--- src/rtl/step_control_unit.sv ---
// Board-input front end: synchronises and debounces the step button and run switch,
// and issues a one-cycle StepEn either per button press (step mode) or at a divided rate (run mode).
module step_control_unit #(
  parameter int DEBOUNCE_CYCLES = 1000000,
  parameter int RUN_DIV         = 100000000,
  parameter int CNT_W           = 27
) (
  input  logic        Clk,
  input  logic        Reset,
  input  logic        BtnStep,
  input  logic        SwRun,
  output logic        StepEn,
  output logic        BtnClean,
  output logic        RunMode,
  output logic [15:0] StepCount
);

  typedef enum logic [0:0] {
    IDLE     = 1'b0,
    WAIT_REL = 1'b1
  } state_t;

  localparam logic [CNT_W-1:0] DB_LAST   = CNT_W'(DEBOUNCE_CYCLES - 1);
  localparam logic [CNT_W-1:0] RATE_LAST = CNT_W'(RUN_DIV - 1);

  // Returns {next_clean, next_count}; any agreement with the clean level restarts the count.
  function automatic logic [CNT_W:0] debounce_next(input logic             synced,
                                                   input logic             clean,
                                                   input logic [CNT_W-1:0] cnt);
    logic [CNT_W:0] res;
    if (synced == clean) begin
      res = {clean, {CNT_W{1'b0}}};
    end else if (cnt == DB_LAST) begin
      res = {~clean, {CNT_W{1'b0}}};
    end else begin
      res = {clean, cnt + CNT_W'(1)};
    end
    return res;
  endfunction

  logic [1:0]       btn_sync_r;
  logic [1:0]       sw_sync_r;
  logic [CNT_W-1:0] btn_cnt_r;
  logic [CNT_W-1:0] sw_cnt_r;
  logic             btn_clean_r;
  logic             run_mode_r;
  logic             btn_prev_r;
  state_t           state_r;
  logic [CNT_W-1:0] rate_cnt_r;
  logic             step_en_r;
  logic [15:0]      step_count_r;

  logic             btn_clean_s;
  logic [CNT_W-1:0] btn_cnt_s;
  logic             sw_clean_s;
  logic [CNT_W-1:0] sw_cnt_s;
  logic             rise_s;
  logic             rate_hit_s;

  // Next-state for both debouncers plus edge and rate-terminal decodes.
  always_comb begin
    {btn_clean_s, btn_cnt_s} = debounce_next(btn_sync_r[1], btn_clean_r, btn_cnt_r);
    {sw_clean_s, sw_cnt_s}   = debounce_next(sw_sync_r[1], run_mode_r, sw_cnt_r);
    rise_s     = btn_clean_r & ~btn_prev_r;
    rate_hit_s = run_mode_r & (rate_cnt_r == RATE_LAST);
  end

  // Two-flop synchronisers and debounce state for both raw inputs.
  always_ff @(posedge Clk or posedge Reset) begin
    if (Reset) begin
      btn_sync_r  <= 2'b00;
      sw_sync_r   <= 2'b00;
      btn_cnt_r   <= {CNT_W{1'b0}};
      sw_cnt_r    <= {CNT_W{1'b0}};
      btn_clean_r <= 1'b0;
      run_mode_r  <= 1'b0;
    end else begin
      btn_sync_r  <= {btn_sync_r[0], BtnStep};
      sw_sync_r   <= {sw_sync_r[0], SwRun};
      btn_cnt_r   <= btn_cnt_s;
      sw_cnt_r    <= sw_cnt_s;
      btn_clean_r <= btn_clean_s;
      run_mode_r  <= sw_clean_s;
    end
  end

  // Run-mode rate divider; parked at zero outside run mode so an exit mid-count never fires.
  always_ff @(posedge Clk or posedge Reset) begin
    if (Reset) begin
      rate_cnt_r <= {CNT_W{1'b0}};
    end else if (!run_mode_r) begin
      rate_cnt_r <= {CNT_W{1'b0}};
    end else if (rate_hit_s) begin
      rate_cnt_r <= {CNT_W{1'b0}};
    end else begin
      rate_cnt_r <= rate_cnt_r + CNT_W'(1);
    end
  end

  // Press/release FSM and the registered StepEn; the FSM tracks the button even in run mode.
  always_ff @(posedge Clk or posedge Reset) begin
    if (Reset) begin
      state_r    <= IDLE;
      btn_prev_r <= 1'b0;
      step_en_r  <= 1'b0;
    end else begin
      btn_prev_r <= btn_clean_r;
      case (state_r)
        IDLE: begin
          if (rise_s) begin
            state_r <= WAIT_REL;
          end else begin
            state_r <= IDLE;
          end
        end
        WAIT_REL: begin
          if (!btn_clean_r) begin
            state_r <= IDLE;
          end else begin
            state_r <= WAIT_REL;
          end
        end
        default: state_r <= IDLE;
      endcase
      if (run_mode_r) begin
        step_en_r <= rate_hit_s;
      end else begin
        step_en_r <= (state_r == IDLE) & rise_s;
      end
    end
  end

  // Wrapping count of issued steps for the display path.
  always_ff @(posedge Clk or posedge Reset) begin
    if (Reset) begin
      step_count_r <= 16'h0000;
    end else if (step_en_r) begin
      step_count_r <= step_count_r + 16'h0001;
    end else begin
      step_count_r <= step_count_r;
    end
  end

  assign StepEn    = step_en_r;
  assign BtnClean  = btn_clean_r;
  assign RunMode   = run_mode_r;
  assign StepCount = step_count_r;

endmodule

--- config.mk ---
export PLATFORM = sky130hd
export DESIGN_NAME = step_control_unit
export DESIGN_NICKNAME = d
export VERILOG_FILES = /design/src/rtl/step_control_unit.sv
export SDC_FILE = /design/constraint.sdc
export NUM_CORES = 1
export LEC_CHECK = 0
export CORE_ASPECT_RATIO = 1.2
export CORE_UTILIZATION = 39
export DETAILED_ROUTE_END_ITERATION = 16
export PLACE_DENSITY_LB_ADDON = 0.05
export SYNTH_ARGS = -nofsm -noshare
export SYNTH_HDL_FRONTEND = slang
export SYNTH_SLANG_ARGS = --single-unit
--- constraint.sdc ---
create_clock -name Clk -period 3.4 [get_ports Clk]
set_input_delay 0.68 -clock Clk [delete_from_list [all_inputs] [get_ports Clk]]
set_output_delay 0.68 -clock Clk [all_outputs]
set_load 0.005 [all_outputs]
==> results_dict.tcl <==
set metrics [dict create \
    drc 0 \
    yosys-top-cells-area "dfrtp_1, xnor2_1, a21oi_1, nand3_1, xor2_1" \
    vdd_ir_drop_max_mv 0.179 \
    netlist_area_um2 5170 \
    boundaryPins 23 \
    path_clk_slew_ns 0.07 \
    crit_family "simple AND/OR/NAND/NOR gates" \
    die_x_um 107 \
    cts_sinks 106 \
    cts_made_buffers 9 \
    port_buffers 22 \
    core_um2 12800 \
    cp_num_buf_inv 0 \
    power.density_nw_per_um2 438 \
    p_switching_w 0.000524 \
    crit_start "sw_cnt_r[0]$_DFF_PP0_" \
    area_growth_pct 14.9 \
    cts_tree "done" \
    clock_latency_ns 0.35 \
    die_h_um 128 \
    leakage_nw 2.26 \
    gpl.final_weighted_congestion 0.782 \
    grt_setup_unrepaired "no" \
    p_clk_share_pct 48.6 \
    grt_pass1_wl_um 18800 \
    grt_overflow 0 \
    hold_buffers 0 \
    fmax_mhz 455 \
    yosysSeqAreaShare_pct 51.3 \
    fin_nets 552 \
    crit_fanout 14 \
    dpl.hpwl_um 7310 \
    switching_share_pct 20.1 \
    grt_pass1_vias 3919 \
    holdCritStartpoint "sw_sync_r[0]$_DFF_PP0_" \
    path_class "flip-flop to flip-flop" \
    worstPathRequired_ns 3.68 \
    wl_per_cell_um 15.0 \
    drt_pass1_iterations 4 \
    track_usage_pct 17.3 \
    finalWirelength_um 10700 \
    path_cells "ha_1 > nand2_1 > or4_4 > or4_1 > a21oi_1" \
    p_int_w 0.00208 \
    p_seq_share_pct 49.1 \
    slowest_delay_ns 0.61 \
    worst_pin_slew_ns 0.798 \
    synth_top_area_share_pct 51.3 \
    relSlewSlack_pct 46.7 \
    synth-edff-count 0 \
    routed_via_density 5.65 \
    cts_resized 0 \
    min_period_ns 2.20 \
    post-synth-top-count-cell "dfrtp_1" \
    ys.flop_type "dfrtp_1" \
    grt_max_degree 41 \
    drive_gt1_share_pct 6.38 \
    yosysUniqueCellTypes 37 \
    pwr-share-comb_pct 2.3 \
    fin_skew_ns 0.00629 \
    finalSetupTns_ns 0 \
    synth_common_cells "dfrtp_1, a21oi_1, nor2_1" \
    postRouteAntennaNets 0 \
    synth_top_cell_by_area "dfrtp_1" \
    finalHoldViolations 0 \
    timing.final.crit_share_pct 64.7 \
    syn-instance-count 523 \
    htreeDepth 3 \
    cap_violations 0 \
    yosysWarnings 0 \
    start_util_pct 40.5 \
    antenna_found_initial 0 \
    clk_path_buf_depth 2 \
    synthArstFlopShare_pct 100 \
    initialDrtViolationCount 196 \
    cts_setup_buffers 0 \
    crit_arrival_ns 2.48 \
    vias 4027 \
    startpoint_type "flip-flop" \
    reg2reg_from "sw_cnt_r[0]$_DFF_PP0_" \
    antenna_cells 0 \
    finalMaxSlewViolations 0 \
    outcome "completed" \
    slowest_stage "or4_4" \
    ys_ff_latch 106 \
    cts-root-buf "clkbuf_16" \
    postSynthAreaPerCell_um2 9.89 \
    dieArea_um2 13700 \
    synth_nets 531 \
    num_rows 45 \
    setup.worst_path.end_class "flip-flop" \
    hp-class "flip-flop to flip-flop" \
    setup_violations 0 \
    final_util_pct 46.5 \
]
[worst register-to-register path: stages (launching register included)]
cell and delay [ns]:
dfrtp_1 0.42, ha_1 0.31, nand2_1 0.13, or4_4 0.61, or4_1 0.49, a21oi_1 0.16
[placed cells by master, fill, tap and decap left out, types with 2 or more instances in the layout]
cell	instances
a21oi_1	43
and2_1	2
and3_1	8
and4_1	11
buf_4	6
bufinv_16	4
clkbuf_16	9
clkdlybuf4s50_1	22
clkinvlp_4	2
dfrtp_1	106
ha_1	4
inv_1	11
mux2_2	3
nand2_1	30
nand3_1	39
nand4_1	30
nor2_1	43
nor3_1	9
nor4_1	12
nor4b_1	2
o21ai_0	23
o31ai_1	17
o31ai_2	3
or3_1	26
or4_1	19
or4_4	2
xnor2_1	28
xor2_1	22
[power by group through the flow]
stage          clock (W)  combinational, W  sequential [W]
4_1_cts          0.00130         0.0000639         0.00128
3_3_place_gp           0         0.0000629         0.00130
2_1_floorplan          0         0.0000392         0.00130
5_1_grt          0.00136         0.0000702         0.00128
3_5_place_dp           0         0.0000635         0.00130
6_report         0.00126         0.0000601         0.00128
[registers in the layout, summed over array words and instances (netlist names), 2 cells and up]
signal,flops
btn_cnt_r,27
rate_cnt_r,27
sw_cnt_r,27
StepCount,16
btn_sync_r,2
sw_sync_r,2
[per-stage QoR]
stage / power [W] / hold WS (ns) / worst slack [ns] / area (um^2) / cells
2_1_floorplan: 0.00134 / 0.331 / 1.38 / 5180 / 523
3_3_place_gp: 0.00136 / 0.371 / 1.30 / 5580 / 697
3_5_place_dp: 0.00137 / 0.358 / 1.21 / 5580 / 697
4_1_cts: 0.00265 / 0.374 / 1.21 / 5950 / 713
5_1_grt: 0.00271 / 0.381 / 1.06 / 5950 / 713
6_report: 0.00260 / 0.373 / 1.20 / 5950 / 713
[layout make-up]
cell class | count | area [um^2]
tap | 164 | 205
fill | 1190 | 6830
inverter | 12 | 48.8
clock inverter | 7 | 141
timing repair buffer | 29 | 285
multi-input combinational | 386 | 2390
sequential | 106 | 2650
clock buffer | 9 | 225
[final timing paths]
kind / end / slack, ns / cells past startpoint
worst min-delay path: sw_sync_r[1]$_DFF_PP0_ / 0.37 / 0
worst max register to register: sw_cnt_r[26]$_DFF_PP0_ / 1.20 / 5
worst min register to register: sw_sync_r[1]$_DFF_PP0_ / 0.37 / 0
min in group asynchronous: StepCount[7]$_DFFE_PP0P_ / 0.82 / 2
worst max-delay path: sw_cnt_r[26]$_DFF_PP0_ / 1.20 / 5
max in group asynchronous: rate_cnt_r[19]$_DFF_PP0_ / 1.88 / 3
[routing by layer]
metal / track usage (%) / wire [um]
met2: 28.2 / 5180
met1: 22.5 / 5000
met4: 6.93 / 171
met5: 0 / 0
met3: 3.36 / 333
[cell families (layout without fill, tap and decap cells)]
family                   after synthesis  in the layout  share of synthesized area (%)
adder cells (fa/ha/maj)                4              4                          0.967
AO/OA/AOI/OAI                         90             90                           10.2
buffers and inverters                 31             57                           2.56
multiplexers                           3              3                          0.653
flip-flops                           106            106                           51.3
AND/OR/NAND/NOR                      239            239                           25.9
XOR/XNOR                              50             50                           8.46
No activity file was read; power rests on OpenSTA's default activity.
